<file path="config.mk">
export PLATFORM = sky130hd
export DESIGN_NAME = imem_loader
export DESIGN_NICKNAME = d
export VERILOG_FILES = /design/src/rtl/imem_loader_pkg.sv /design/src/rtl/imem_byte_packer.sv /design/src/rtl/imem_loader.sv
export SDC_FILE = /design/constraint.sdc
export NUM_CORES = 1
export LEC_CHECK = 0
export ABC_AREA = 1
export CAP_MARGIN = 40
export CORE_MARGIN = 3
export CORE_UTILIZATION = 52
export DETAILED_ROUTE_END_ITERATION = 12
export PLACE_DENSITY = 0.85
export RECOVER_POWER = 100
export SLEW_MARGIN = 20
export SYNTH_ARGS = -nofsm -noshare
export SYNTH_HDL_FRONTEND = slang
export SYNTH_SLANG_ARGS = --single-unit
</file>
<file path="constraint.sdc">
create_clock -name clk -period 2.2 [get_ports clk]
set_input_delay 0.44 -clock clk [delete_from_list [all_inputs] [get_ports clk]]
set_output_delay 0.44 -clock clk [all_outputs]
set_load 0.03 [all_outputs]
</file>
<file path="src/rtl/imem_loader_pkg.sv">
// Shared definitions for the boot-time instruction-memory loader.
//
// Contents:
//   WORD_BYTES - bytes per imem word (stream is assembled little-endian)
//   state_t    - loader FSM state encoding; StTrl exists only when
//                IMEM_LOADER_CHECKSUM_EN is defined.
package imem_loader_pkg;

    localparam int unsigned WORD_BYTES = 4;

    typedef logic [2:0] state_t;

    localparam state_t StHdr   = 3'd0;
    localparam state_t StData  = 3'd1;
    localparam state_t StWrite = 3'd2;
    localparam state_t StDone  = 3'd3;
    localparam state_t StErr   = 3'd4;
`ifdef IMEM_LOADER_CHECKSUM_EN
    localparam state_t StTrl   = 3'd5;
`endif

endpackage

</file>
<file path="src/rtl/imem_byte_packer.sv">
// Byte-to-word assembler for the imem loader.
//
// Byte k of a word lands in bits [8k+7:8k]. word_o is the word including the
// byte being accepted this cycle, so the FSM can act on a complete word in
// the same cycle its last byte arrives.
//
// Ports:
//   clk, rst_n    - clock, asynchronous active-low reset
//   accept_i      - a stream byte is transferred this cycle
//   clear_i       - discard any partial word and restart at byte 0
//   byte_i        - stream byte
//   word_o        - assembled word (valid when word_ready_o is high)
//   word_ready_o  - the last byte of a word is accepted this cycle
module imem_byte_packer
    import imem_loader_pkg::*;
(
    input  logic        clk,
    input  logic        rst_n,
    input  logic        accept_i,
    input  logic        clear_i,
    input  logic [7:0]  byte_i,
    output logic [31:0] word_o,
    output logic        word_ready_o
);

    localparam logic [1:0] LastIdx = 2'(WORD_BYTES - 1);

    logic [1:0]  idx_q;
    logic [31:0] word_q;

    always_comb begin
        word_o = word_q;
        if (accept_i) begin
            word_o[{idx_q, 3'b000} +: 8] = byte_i;
        end
        word_ready_o = accept_i && (idx_q == LastIdx);
    end

    always_ff @(posedge clk or negedge rst_n) begin
        if (!rst_n) begin
            idx_q  <= 2'd0;
            word_q <= 32'd0;
        end else if (clear_i) begin
            idx_q  <= 2'd0;
            word_q <= 32'd0;
        end else if (accept_i) begin
            idx_q  <= idx_q + 2'd1;
            word_q <= word_o;
        end
    end

endmodule

</file>
<file path="src/rtl/imem_loader.sv">
// Boot-time instruction-memory loader.
//
// Accepts a byte stream (4-byte little-endian word count N, then N words LSB
// first), writes each word to imem at BASE_ADDR + 4*index and holds the CPU in
// reset until the whole image has been written.
//
// Optional feature: define IMEM_LOADER_CHECKSUM_EN to expect a 4-byte trailer
// after the data words holding the mod-2^32 sum of all data words; a matching
// trailer finishes the load, a mismatch rejects it.
//
// Ports:
//   clk, rst_n            - clock, asynchronous active-low reset
//   byte_valid_i, byte_i  - stream byte from the source
//   byte_ready_o          - loader accepts a byte this cycle
//   imem_we_o             - one-cycle imem write strobe
//   imem_waddr_o          - word-aligned byte address
//   imem_wdata_o          - write data
//   cpu_rst_n_o           - active-low CPU reset, released when load is done
//   load_done_o           - image loaded (sticky)
//   load_err_o            - image rejected (sticky)
module imem_loader
    import imem_loader_pkg::*;
#(
    parameter int unsigned IMEM_DEPTH = 1024,
    parameter logic [31:0] BASE_ADDR  = 32'h0000_0000
) (
    input  logic        clk,
    input  logic        rst_n,
    input  logic        byte_valid_i,
    input  logic [7:0]  byte_i,
    output logic        byte_ready_o,
    output logic        imem_we_o,
    output logic [31:0] imem_waddr_o,
    output logic [31:0] imem_wdata_o,
    output logic        cpu_rst_n_o,
    output logic        load_done_o,
    output logic        load_err_o
);

    state_t      state_q, state_d;
    logic [31:0] cnt_q, cnt_d;
    logic [31:0] n_q, n_d;
    logic        ready_q, we_q, done_q, err_q;
    logic [31:0] waddr_q, wdata_q;

    logic        accept, clear, word_ready;
    logic [31:0] word;

    assign accept = byte_valid_i && ready_q;
    // Leftover partial bytes never matter once the load has terminated.
    assign clear  = (state_q == StDone) || (state_q == StErr);

    imem_byte_packer u_packer (
        .clk          (clk),
        .rst_n        (rst_n),
        .accept_i     (accept),
        .clear_i      (clear),
        .byte_i       (byte_i),
        .word_o       (word),
        .word_ready_o (word_ready)
    );

`ifdef IMEM_LOADER_CHECKSUM_EN
    logic [31:0] sum_q;
    localparam state_t StEnd = StTrl;
`else
    localparam state_t StEnd = StDone;
`endif

    always_comb begin
        state_d = state_q;
        cnt_d   = cnt_q;
        n_d     = n_q;
        unique case (state_q)
            StHdr: begin
                if (word_ready) begin
                    n_d = word;
                    if (word == 32'd0) begin
                        state_d = StEnd;
                    end else if (word > IMEM_DEPTH) begin
                        state_d = StErr;
                    end else begin
                        state_d = StData;
                        cnt_d   = 32'd0;
                    end
                end
            end
            StData: begin
                if (word_ready) begin
                    state_d = StWrite;
                end
            end
            StWrite: begin
                cnt_d   = cnt_q + 32'd1;
                state_d = (cnt_q + 32'd1 == n_q) ? StEnd : StData;
            end
`ifdef IMEM_LOADER_CHECKSUM_EN
            StTrl: begin
                if (word_ready) begin
                    state_d = (word == sum_q) ? StDone : StErr;
                end
            end
`endif
            default: state_d = state_q;
        endcase
    end

    // All outputs are registered from the next state so they line up with the
    // state they describe.
    always_ff @(posedge clk or negedge rst_n) begin
        if (!rst_n) begin
            state_q <= StHdr;
            cnt_q   <= 32'd0;
            n_q     <= 32'd0;
            ready_q <= 1'b0;
            we_q    <= 1'b0;
            waddr_q <= 32'd0;
            wdata_q <= 32'd0;
            done_q  <= 1'b0;
            err_q   <= 1'b0;
        end else begin
            state_q <= state_d;
            cnt_q   <= cnt_d;
            n_q     <= n_d;
`ifdef IMEM_LOADER_CHECKSUM_EN
            ready_q <= (state_d == StHdr) || (state_d == StData) || (state_d == StTrl);
`else
            ready_q <= (state_d == StHdr) || (state_d == StData);
`endif
            we_q    <= (state_d == StWrite);
            if (state_d == StWrite) begin
                waddr_q <= BASE_ADDR + {cnt_q[29:0], 2'b00};
                wdata_q <= word;
            end
            done_q  <= (state_d == StDone);
            err_q   <= (state_d == StErr);
        end
    end

`ifdef IMEM_LOADER_CHECKSUM_EN
    always_ff @(posedge clk or negedge rst_n) begin
        if (!rst_n) begin
            sum_q <= 32'd0;
        end else if (state_d == StWrite) begin
            sum_q <= sum_q + word;
        end
    end
`endif

    assign byte_ready_o = ready_q;
    assign imem_we_o    = we_q;
    assign imem_waddr_o = waddr_q;
    assign imem_wdata_o = wdata_q;
    assign cpu_rst_n_o  = done_q;
    assign load_done_o  = done_q;
    assign load_err_o   = err_q;

endmodule

</file>
Word level (Yosys, flattened, before mapping). Index checks and enable logic that the tools add are counted.

Bits in registers: 167. Logic and storage cells: 57.

Order comparisons: 1. Reductions and logical operators: 11. $add $sub $neg: 3. Equal/unequal tests: 13. Shifts and indexed selects: 2. Mux-type cells: 16.

Operator list (count): two-way mux 32 bit (6); one-hot mux 32 bit (2 select lines) (1); adder 32 x 1 -> 32 bit, second input constant (1); bitwise mux 32 bit (1); equality test 32 bit (1); > comparator 32 x 11 -> 1 bit, second input constant (1); logical NOT 32 bit (1); variable shift 8 x 7 -> 32 bit, first input constant (1); indexed part select 8 x 7 -> 32 bit (1); equality test 3 x 2 -> 1 bit, second input constant (4); two-way mux 3 bit (4); one-hot mux 3 bit (3 select lines) (1); negation 5 -> 7 bit (1); equality test 3 x 1 -> 1 bit, second input constant (2); equality test 3 bit, second input constant (2); logical NOT 3 bit (2); two-way mux 2 bit (3); != test 2 bit, second input constant (2); AND reduction 4 bit (1); nonzero test 2 bit (2); adder 2 x 1 -> 2 bit, second input constant (1); equality test 2 bit, second input constant (1); logical AND 1 bit (2); logical OR 1 bit (2); 2 further kinds (2).

Depth between registers and ports, before layout. Gate-level depths: netlist of run 1.

Word-level depth: 11. Mapped depth: 19. Mapped depth without buffers: 18.

By module. From an unflattened synthesis of run 1, not the netlist that was laid out.

Cells, all modules: 1160. Area total of the unflattened synthesis: 8603.3 µm².

By module, submodules not included: imem_loader (instances 1, sequential area each 3328.2 µm², cells each 912, area an instance 6806.5 µm²); imem_byte_packer (instances 1, sequential area each 850.8 µm², cells each 248, area an instance 1796.7 µm²).

Worst setup path before layout of run 1. OpenSTA, ideal clock, no wires.

Path type: reg-to-reg. Start: register u_packer.idx_q[0]. End: register cnt_q[2]. Stages on the path, launching flop included: 17. Library setup time: 117 ps. Setup slack: -108 ps. Clock period less this slack: 2308 ps. Required time: 2083 ps. Data arrival time: 2191 ps. Cells stage by stage: dfrtp_1 -> inv_2 -> ha_1 -> nand2_2 -> buf_6 -> o21ai_1 -> o21ai_1 -> nand2_1 -> nor3_1 -> nand2_1 -> nand2_1 -> nand2_1 -> o21ai_2 -> nand2_2 -> buf_6 -> nand2_1 -> nand2_1.

Longest elaborated chain between the ends: 7. Elaborated cells between the ends (all ways): 13. Classes of those cells: add/sub (1); order compare (1); eq/ne (4); shift (2); mux (2); reduce/logical (3).

Ends and longest elaborated chain: start, declared (RTL line imem_byte_packer.sv:28) `logic [1:0] idx_q;`; start signal, assigned (RTL line imem_byte_packer.sv:47) `idx_q <= idx_q + 2'd1;`; negation 5 -> 7 bit (RTL line imem_byte_packer.sv:34) `word_o[{idx_q, 3'b000} +: 8] = byte_i;`; indexed part select 8 x 7 -> 32 bit / variable shift 8 x 7 -> 32 bit (equally long branches) (RTL line imem_byte_packer.sv:34); bitwise mux 32 bit (RTL line imem_byte_packer.sv:34); two-way mux 32 bit (RTL line imem_byte_packer.sv:33) `if (accept_i) begin`; > comparator 32 x 11 -> 1 bit / logical NOT 32 bit (equally long branches) (RTL line imem_loader.sv:80, imem_loader.sv:78); != test 2 bit (no line); AND reduction 4 bit (no line) *; end signal, assigned (RTL line imem_loader.sv:123) `cnt_q <= cnt_d;`; end, declared (RTL line imem_loader.sv:41) `logic [31:0] cnt_q, cnt_d;`.

Every way passes the cells marked *; elsewhere a longest branch is shown, timed or not. A chain may end at the register's enable or synchronous reset.

Worst setup path in the final report of run 1.
Start: register u_packer.idx_q[0]. End: register cnt_q[15].

Same word-level chain as after synthesis.

==> results of run 1 <==
registers in the layout (all words and copies together) (netlist names):
name             cells
cpu_rst_n_o          1
imem_waddr_o        30
u_packer.idx_q       2
u_packer.word_q     32
load_err_o           1
state_q              3
imem_wdata_o        32
byte_ready_o         1
imem_we_o            1
n_q                 32
cnt_q               32
how the worst min path moves through the flow:
stage,from,end,depth (start not counted)
after floorplan,rst_n,byte_ready_o,0
after global placement,rst_n,imem_waddr_o[4],1
after detailed placement,rst_n,imem_waddr_o[4],1
after CTS,imem_waddr_o[31],imem_waddr_o[31],2
after global routing,imem_wdata_o[19],imem_wdata_o[19],2
final,imem_waddr_o[25],imem_waddr_o[25],2
Yosys cell counts (5+ instances only):
| library cell | number | area share [%] |
|---|---|---|
| nand2_1 | 458 | 20 |
| dfrtp_1 | 167 | 49 |
| nor2_1 | 112 | 4.9 |
| inv_1 | 100 | 4.4 |
| o21ai_0 | 94 | 5.5 |
| nand3_1 | 80 | 4.7 |
| clkbuf_1 | 26 | 1.1 |
| nor3_1 | 14 | 0.81 |
| o21ai_1 | 12 | 0.70 |
| inv_2 | 11 | 0.48 |
| nand4_1 | 10 | 0.73 |
| nor2_2 | 9 | 0.65 |
| nand2_2 | 8 | 0.58 |
| buf_6 | 7 | 0.92 |
| a21oi_1 | 6 | 0.35 |
| ha_1 | 6 | 0.87 |
| nor2_4 | 6 | 0.79 |
| o21ai_2 | 6 | 0.61 |
| o21a_1 | 5 | 0.44 |
routing by layer:
layer / global-route usage [%] / routed length [microns] / up-vias
li1: - / - / 4058
met1: 36.4 / 10200 / 3924
met2: 40.0 / 11100 / 406
met3: 5.40 / 1870 / 79
met4: 8.82 / 841 / 0
met5: 0 / 0 / -
area by class of cell:
class / count / area [sq um] / share of cell area [%]
Clock buffer: 17 / 425 / 3.74
Clock inverter: 15 / 165 / 1.45
Inverter: 112 / 435 / 3.83
Multi-Input combinational cell: 855 / 4070 / 35.9
Sequential cell: 167 / 4190 / 36.8
Tap cell: 216 / 270 / 2.38
Timing Repair Buffer: 204 / 1810 / 15.9
through the flow:
step	util, %	power, mW
final	70.8	6.15
after global routing	70.8	6.34
after CTS	68.9	6.18
after detailed placement	63.9	3.24
after global placement	63.9	3.24
after floorplan	-	3.14
worst max-delay path: stages (launching register included):
cell and delay [ns]:
dfrtp_2 0.40, inv_4 0.06, ha_4 0.32, inv_4 0.07, nand2_4 0.09, buf_6 0.10, nor3_4 0.04, nand2_1 0.08
nand2_2 0.09, nor2_4 0.10, nand3_2 0.07, nor2_2 0.14, nand2_1 0.08, nand2_2 0.11, nand2_2 0.07, o21ai_2 0.18
nand2_4 0.15, clkbuf_16 0.19, nand2_1 0.07, nand2_1 0.06
kinds of logic (layout without fill, tap and decap cells):
group | count (synthesis) | count (layout) | share of synthesized area [%]
xor gates and xnor gates | 4 | 4 | 0.407
adders and majority gates | 6 | 6 | 0.873
and+or+nand+nor | 711 | 714 | 34.5
buffers and inverters | 151 | 348 | 7.43
AOI/OAI and AO/OA | 129 | 129 | 8.14
DFF | 167 | 167 | 48.6
other | 1 | 2 | 0.0436
where the power goes:
group	switching, mW	internal (mW)
clock network	1.36	1.60
logic	0.0829	0.0291
registers	0	3.07
total	1.45	4.70
timing repair:
| action | 4_1_cts | 5_1_grt |
|---|---|---|
| hold buffers | 1 | 0 |
| pin swaps | 4 | 13 |
| gates cloned | 3 | 3 |
| buffers inserted | 11 | 17 |
| gates resized for setup | 28 | 59 |
| endpoints found under the hold margin | 45 | 0 |
| endpoints found under the setup margin | 38 | 39 |
cells in the final DEF, fill, tap and decap left out, types with 11 or more instances in the layout:
master	instances
nand2_1	439
dfrtp_1	161
buf_4	105
nor2_1	101
o21ai_0	93
inv_1	92
nand3_1	78
clkdlybuf4s50_1	76
nand2_2	22
clkbuf_16	19
inv_2	15
nor2_2	14
nor2_4	13
buf_6	11
==> results.cfg, run 1 <==
[critical_path]
worstSetupEndpoint = cnt_q[15]
r2r_slack_ns = -0.43
start_kind = flop
required_ns = 2.53
critPathCaptureType = flop
worstRegToRegCells = 19
r2r_start = u_packer.idx_q[0]
r2r-end = cnt_q[15]
cp.arrival_ns = 2.96
worstSetupPathType = reg -> reg
crit_start = u_packer.idx_q[0]
path_max_fanout = 7

[layout]
area_growth_pct = 32.1
antenna_cells = 0
stdcell_area_sq_um = 11400
fillCellCount = 1189
final_cells = 1586
layout-drive-gt1-share_pct = 20.0
nNetsFinal = 1374

[synth]
synth_area_sq_um = 8600
syn_area_per_cell_sq_um = 7.36
synth_async_sr_flop_share_pct = 100
synth_cells = 1169
ys_warn_count = 0
synth_edf_count = 0
yosysSeqAreaShare_pct = 48.6
synth_ff_type = dfrtp_1
ys_ff_latch = 167
ys_types = 35

[timing]
hold_viol_final = 0
skew_ns = 0.00868
holdWs_ns = 0.481
maxSlewViolCount = 0
fin_ws_ns = -0.429
setup_viol = 39
rsz0062_at_grt = yes
relSlewSlack_pct = 20.4
max_freq_ghz = 0.380
fin_crit_ns = 2.63
finalSetupTns_ns = -12.73
tightestPinTransition_ns = 1.19
final.period_utilization_pct = 119

[clocking]
clk_path_buf_depth = 2
worstSkewPairLatency_ns = 0.45
tritoncts = yes
cts_max_level = 4
clkTransAtPathRegs_ns = 0.07
numCtsBuffers = 17
cts_sinks = 167
clock-root-buffer = clkbuf_16

[floorplan]
ios = 80
die_h_microns = 135
core_area_sq_um = 16100
rows = 46
chipWidth_microns = 135
dieArea_sq_um = 18100
start_util_pct = 53.6

[detailed_routing]
drc = 0
drt-wirelength-per-cell_microns = 15.1
vias_per_cell = 5.34
vias = 8467
first_iter_violations = 1008
drtPass1Iterations = 10
drt_wl_total_microns = 24000
ant_nets = 0

[global_route]
antenna_found_initial = 0
grt_max_degree = 67
grt_overflow_total = 0
grt_pass1_vias = 7731
track_usage_pct = 25.8
grt_pass1_wl_microns = 37400

[power_and_ir_drop]
power.density_nw_per_um2 = 541
ir_drop_uv = 565
cellLeakagePower_nw = 6.16

[place]
port_buffers = 77
place_inst = 1521
place_area_sq_um = 10300
dpl.hpwl_microns = 16000
gp_congestion = 0.911
dp_slack_ns = -0.575

[run_status]
outcome = finished with violations
failed_checks = negative setup slack

[flow_run]
maxCapViolations = 0

[worst_hold_path]
hp-class = reg -> reg
No activity file was read; power rests on OpenSTA's default activity.
==> run 2, diff against run 1 <==
--- a/config.mk
+++ b/config.mk
@@ -5,12 +5,11 @@
 export SDC_FILE = /design/constraint.sdc
 export NUM_CORES = 1
 export LEC_CHECK = 0
-export ABC_AREA = 1
 export CAP_MARGIN = 40
 export CORE_MARGIN = 3
 export CORE_UTILIZATION = 52
 export DETAILED_ROUTE_END_ITERATION = 12
-export PLACE_DENSITY = 0.85
+export PLACE_DENSITY = 0.86
 export RECOVER_POWER = 100
 export SLEW_MARGIN = 20
 export SYNTH_ARGS = -nofsm -noshare
==> results.cfg, run 2 <==
[layout]
final_cells = 1295
antenna_cells = 0
mostFrequentLayoutCell = buf_4
layout-drive-gt1-share_pct = 30.2
multi_input_area_sq_um = 4040
fillCellCount = 984
nNetsFinal = 1088
area_growth_pct = 40.3
ff_latch_area_sq_um = 4180
final_cell_mix = buf_4, dfrtp_1, nor2_1

[run_status]
failed_checks = negative setup slack
outcome = finished with violations

[detailed_routing]
vias_per_cell = 5.98
drc = 0
first_iter_violations = 824
vias = 7738
drtPass1Iterations = 8
drt_wl_total_microns = 24900
drt-wirelength-per-cell_microns = 19.3
ant_nets = 0

[synth]
ys_ff_latch = 167
ys_top_cells_by_count = dfrtp_1, nor2_1, a21oi_1
synth_ff_type = dfrtp_1
synth_area_sq_um = 8140
synth_async_sr_flop_share_pct = 100
ys_types = 60
yosysSeqAreaShare_pct = 51.4
yosysMostFrequentCell = dfrtp_1
synth_cells = 840
ys_warn_count = 0
synth_top_area_share_pct = 51.4
syn_area_per_cell_sq_um = 9.69
synth_top_cell_by_area = dfrtp_1
synth_top_cells_by_area = dfrtp_1, nor2_1, a21oi_1
synth_edf_count = 0

[worst_hold_path]
min_to = imem_waddr_o[13]
worst_hold_path.num_cells = 1
hp-class = reg -> reg
hp-start = imem_waddr_o[13]

[timing]
setup_viol = 90
relSlewSlack_pct = 29.1
max_freq_ghz = 0.338
fin_crit_ns = 2.96
tightestPinTransition_ns = 1.06
rsz0062_at_grt = yes
maxSlewViolCount = 0
final.period_utilization_pct = 134
hold_viol_final = 0
skew_ns = 0.0168
fin_ws_ns = -0.758

[flow_run]
maxCapViolations = 0

[power_and_ir_drop]
p_total_mw = 11.6
ir_drop_uv = 712
cellLeakagePower_nw = 5.32
power.density_nw_per_um2 = 1010

[critical_path]
r2r_slack_ns = -0.76
cp.arrival_ns = 3.28
required_ns = 2.52
critPathCaptureType = flop
path_max_fanout = 7
worstSetupPathType = reg -> reg
r2r_start = u_packer.idx_q[0]
r2r-end = cnt_q[0]
start_kind = flop
worstRegToRegCells = 12

[place]
place_inst = 1250
gp_congestion = 0.905
dpl.hpwl_microns = 16300
port_buffers = 77

[clocking]
worstSkewPairLatency_ns = 0.44
numCtsBuffers = 17
clkTransAtPathRegs_ns = 0.07
tritoncts = yes
cts_max_level = 4
clk_path_buf_depth = 2
clock-root-buffer = clkbuf_16
cts_sinks = 167

[floorplan]
core_area_sq_um = 15300
chipWidth_microns = 131
dieArea_sq_um = 17200
ios = 80
die_h_microns = 131
start_util_pct = 53.3
rows = 45

[global_route]
track_usage_pct = 28.3
grt_overflow_total = 0
grt_max_degree = 56
antenna_found_initial = 0
grt_pass1_vias = 7525
grt_pass1_wl_microns = 38900
-- run 2: worst max path at each step --
stage,start,endpoint,cells past startpoint
global placement,byte_i[5],cnt_q[14],9
floorplan,u_packer.idx_q[0],cnt_q[14],12
global route,u_packer.idx_q[0],cnt_q[0],12
finish,u_packer.idx_q[0],cnt_q[0],12
CTS,u_packer.idx_q[0],cnt_q[0],10
detailed placement,byte_i[5],cnt_q[14],9
-- run 2: power breakdown --
group | internal, mW | switching, mW
clock | 1.59 | 1.34
combinational | 1.82 | 2.51
sequential | 3.76 | 0.526
total | 7.18 | 4.38
-- run 2: repair_timing --
action / in CTS / in global routing
gates cloned: 1 / 1
setup endpoints to repair: 57 / 89
hold endpoints to repair: 42 / 0
pin swaps: 9 / 24
buffers inserted: 6 / 4
hold buffers: 1 / 0
resized for setup: 45 / 36
-- run 2: cell type report --
cell class,count,share of cell area (%)
clock buffer,19,3.79
clock inverter,13,1.19
inverter,8,0.263
multi-input combinational,603,35.4
sequential,167,36.6
tap,211,2.31
timing repair buffer,274,20.4
-- run 2: per-layer routing --
layer	GRT usage, %	vias to the layer above	part of all wire (%)
met5	0	-	0
met1	36.6	3759	39
met3	5.78	103	7.9
met2	45.5	419	48
met4	14.2	0	4.7
li1	-	3457	-
-- run 2: cells by family (layout without fill, tap and decap cells) --
family / Yosys count / after routing / synth area share (%)
DFF: 167 / 167 / 51.4
muxes: 43 / 43 / 5.81
xor gates and xnor gates: 49 / 49 / 5.27
and+or+nand+nor: 314 / 315 / 18.7
buffers and inverters: 72 / 314 / 3.95
other: 1 / 2 / 0.0461
AOI/OAI and AO/OA: 188 / 188 / 13.9
adders and majority gates: 6 / 6 / 0.922
-- run 2: worst max-delay path, stage by stage, from the launching register on --
cell and delay, ns:
dfrtp_1 0.39, inv_2 0.09, ha_4 0.30, buf_6 0.12, nor3b_2 0.05, buf_4 0.14, a21boi_1 0.13, o21ai_1 0.28
or4b_4 0.53, a211oi_4 0.23, o21ai_4 0.13, buf_12 0.19, mux2_4 0.25
-- run 2: through the flow --
stage / setup TNS (ns) / util [%] / hold WS [ns] / setup WS [ns] / instance area, sq um
CTS: -17.99 / 73.7 / 0.491 / -0.605 / 11300
global placement: -58.74 / 68.3 / 0.386 / -0.998 / 10400
finish: -26.03 / 74.8 / 0.498 / -0.758 / 11400
global route: -37.90 / 74.8 / 0.514 / -0.797 / 11400
floorplan: -27.82 / - / 0.144 / -0.638 / 8210
detailed placement: -64.18 / 68.3 / 0.387 / -1.04 / 10400
==> run 3, diff against run 2 <==
--- a/config.mk
+++ b/config.mk
@@ -9,9 +9,9 @@
 export CORE_MARGIN = 3
 export CORE_UTILIZATION = 52
 export DETAILED_ROUTE_END_ITERATION = 12
-export PLACE_DENSITY = 0.86
+export PLACE_DENSITY = 0.85
 export RECOVER_POWER = 100
-export SLEW_MARGIN = 20
 export SYNTH_ARGS = -nofsm -noshare
 export SYNTH_HDL_FRONTEND = slang
+export SYNTH_HIERARCHICAL = 1
 export SYNTH_SLANG_ARGS = --single-unit
==> results.cfg, run 3 <==
[run_status]
outcome = finished with violations
failed_checks = negative setup slack

[power_and_ir_drop]
ir_drop_uv = 546
p_total_mw = 6.25
cellLeakagePower_nw = 5.65
power.density_nw_per_um2 = 535

[timing]
fin_crit_ns = 3.29
skew_ns = 0.0119
relSlewSlack_pct = 10.8
rsz0062_at_grt = yes
max_freq_ghz = 0.304
tightestPinTransition_ns = 1.34
hold_viol_final = 0
setup_viol = 112
maxSlewViolCount = 0
holdWs_ns = 0.501
fin_ws_ns = -1.09
final.period_utilization_pct = 150

[clocking]
clk_path_buf_depth = 2
clock-root-buffer = clkbuf_16
cts_sinks = 167
clkTransAtPathRegs_ns = 0.06
cts_max_level = 4
numCtsBuffers = 17
tritoncts = yes
worstSkewPairLatency_ns = 0.45

[synth]
synth_top_cells_by_area = dfrtp_1, mux2_2, o21ai_0
yosysSeqAreaShare_pct = 49.8
ys_warn_count = 6
synth_top_area_share_pct = 49.8
synth_area_sq_um = 8390
synth_ff_type = dfrtp_1
ys_ff_latch = 167
ys_types = 61
synth_edf_count = 0
yosysMostFrequentCell = dfrtp_1
synth_async_sr_flop_share_pct = 100
ys_top_cells_by_count = dfrtp_1, mux2_2, nor2_1
synth_top_cell_by_area = dfrtp_1
synth_cells = 771
syn_area_per_cell_sq_um = 10.9

[layout]
layout-drive-gt1-share_pct = 38.5
antenna_cells = 0
area_growth_pct = 39.1
final_cell_mix = dfrtp_1, buf_4, mux2_2
mostFrequentLayoutCell = dfrtp_1
nNetsFinal = 1003
fillCellCount = 923

[critical_path]
cp.arrival_ns = 3.61
critPathCaptureType = flop
critical-path-max-stage-delay_ns = 0.45
worst_path_dominant_cell_family = simple AND/OR/NAND/NOR gates
start_kind = flop
required_ns = 2.52
crit_path_top_delay_cell = dfrtp_2
cp_num_buf_inv = 6
path_max_fanout = 15
crit_chain = inv_4 -> ha_4 -> and3b_2 -> buf_4 -> a32oi_2 -> inv_1 -> nor4_1 -> nand4_1 -> nor4_4 -> buf_4 -> a31oi_4 -> buf_12 -> buf_6 -> o21ai_2 -> o21ai_1
crit_top_cell = buf_4
r2r_slack_ns = -1.09
worstSetupPathType = reg -> reg

[global_route]
grt_pass1_wl_microns = 39600
grt_pass1_vias = 7333
track_usage_pct = 28.5
antenna_found_initial = 0
grt_max_degree = 52
grt_overflow_total = 0

[floorplan]
ios = 80
start_util_pct = 54.2
chipWidth_microns = 133
dieArea_sq_um = 17700
die_h_microns = 133
rows = 45
core_area_sq_um = 15500

[place]
port_buffers = 77
gp_congestion = 0.902
dpl.hpwl_microns = 16400

[worst_hold_path]
hp-class = reg -> reg

[detailed_routing]
drtPass1Iterations = 7
drt_wl_total_microns = 28300
drt-wirelength-per-cell_microns = 23.4
vias_per_cell = 6.47
drc = 0
ant_nets = 0
vias = 7834
first_iter_violations = 1057

[flow_run]
maxCapViolations = 0
[run 3: cell count changes in the layout (fill, tap and decap cells not counted), moves of 13 or more]
cell	before	now
dlygate4sd3_1	67	4
nor3_1	24	5
nor2_1	119	49
o21ai_1	11	24
a21oi_1	79	17
a22oi_1	17	0
clkdlybuf4s50_1	7	73
nand3_1	30	14
o21ai_0	32	7
xnor2_1	36	23
buf_4	175	156
mux2_2	33	95
[run 3: final timing paths]
kind	depth (start not counted)	endpoint	startpoint
max	15	cnt_q[14]	u_packer/idx_q[0]
min	1	imem_waddr_o[24]	imem_waddr_o[24]
max reg2reg	15	cnt_q[14]	u_packer/idx_q[0]
min reg2reg	1	imem_waddr_o[24]	imem_waddr_o[24]
max in group asynchronous	3	u_packer/idx_q[0]	rst_n
min in group asynchronous	2	imem_wdata_o[8]	rst_n
[run 3: metrics by stage]
stage | utilization (%) | worst slack [ns] | instance area [sq um] | cells | TNS [ns]
after floorplan | - | -0.615 | 8580 | 772 | -29.08
after detailed placement | 67.9 | -1.27 | 10500 | 1153 | -87.47
after global placement | 67.9 | -1.10 | 10500 | 1153 | -78.33
after CTS | 73.5 | -0.915 | 11400 | 1197 | -34.87
final | 75.4 | -1.09 | 11700 | 1210 | -45.22
after global routing | 75.4 | -1.17 | 11700 | 1210 | -54.31
[run 3: layer usage]
metal / GRT usage (%) / routed length [microns] / vias up
met2: 46.5 / 13600 / 610
met1: 37.2 / 10600 / 3816
met4: 11.8 / 1790 / 0
met3: 6.01 / 2360 / 168
met5: 0 / 0 / -
li1: - / - / 3240
[run 3: logic make-up (layout without fill, tap and decap cells)]
logic type	count (synthesis)	in the layout	synth area share [%]
compound gates	144	144	11.7
xor+xnor	45	45	4.70
fa+ha+maj	6	6	0.895
buf+inv	86	313	4.52
flops	167	167	49.8
mux	96	96	12.9
other cells	1	2	0.0447
simple gates	226	226	15.5
[run 3: layout make-up]
cell class | instances | area (sq um) | share of cell area (%)
inverter | 26 | 100 | 0.858
timing repair buffer | 255 | 2290 | 19.6
clock buffer | 19 | 443 | 3.80
sequential | 167 | 4180 | 35.8
clock inverter | 13 | 154 | 1.32
tap | 211 | 264 | 2.26
multi-input combinational | 519 | 4230 | 36.3
[run 3: report_power, final]
group          switching [mW]  internal, mW  total [mW]
combinational          0.0847        0.0280       0.113
sequential                  0          3.07        3.07
clock                    1.34          1.73        3.07
[run 3: worst reg2reg max path: stages (launching register included)]
cell	delay, ns
dfrtp_2	0.45
inv_4	0.10
ha_4	0.21
and3b_2	0.31
buf_4	0.18
a32oi_2	0.26
inv_1	0.12
nor4_1	0.23
nand4_1	0.21
nor4_4	0.24
buf_4	0.19
a31oi_4	0.16
buf_12	0.22
buf_6	0.12
o21ai_2	0.09
o21ai_1	0.07
[run 3: what timing repair did]
item                       in CTS  in global routing
setup buffers                   9                 11
hold buffers                    1                  0
hold endpoints to repair       48                  0
resized for setup              39                 34
setup endpoints to repair     132                131
cloned                          2                  2
pin swaps                       4                 13
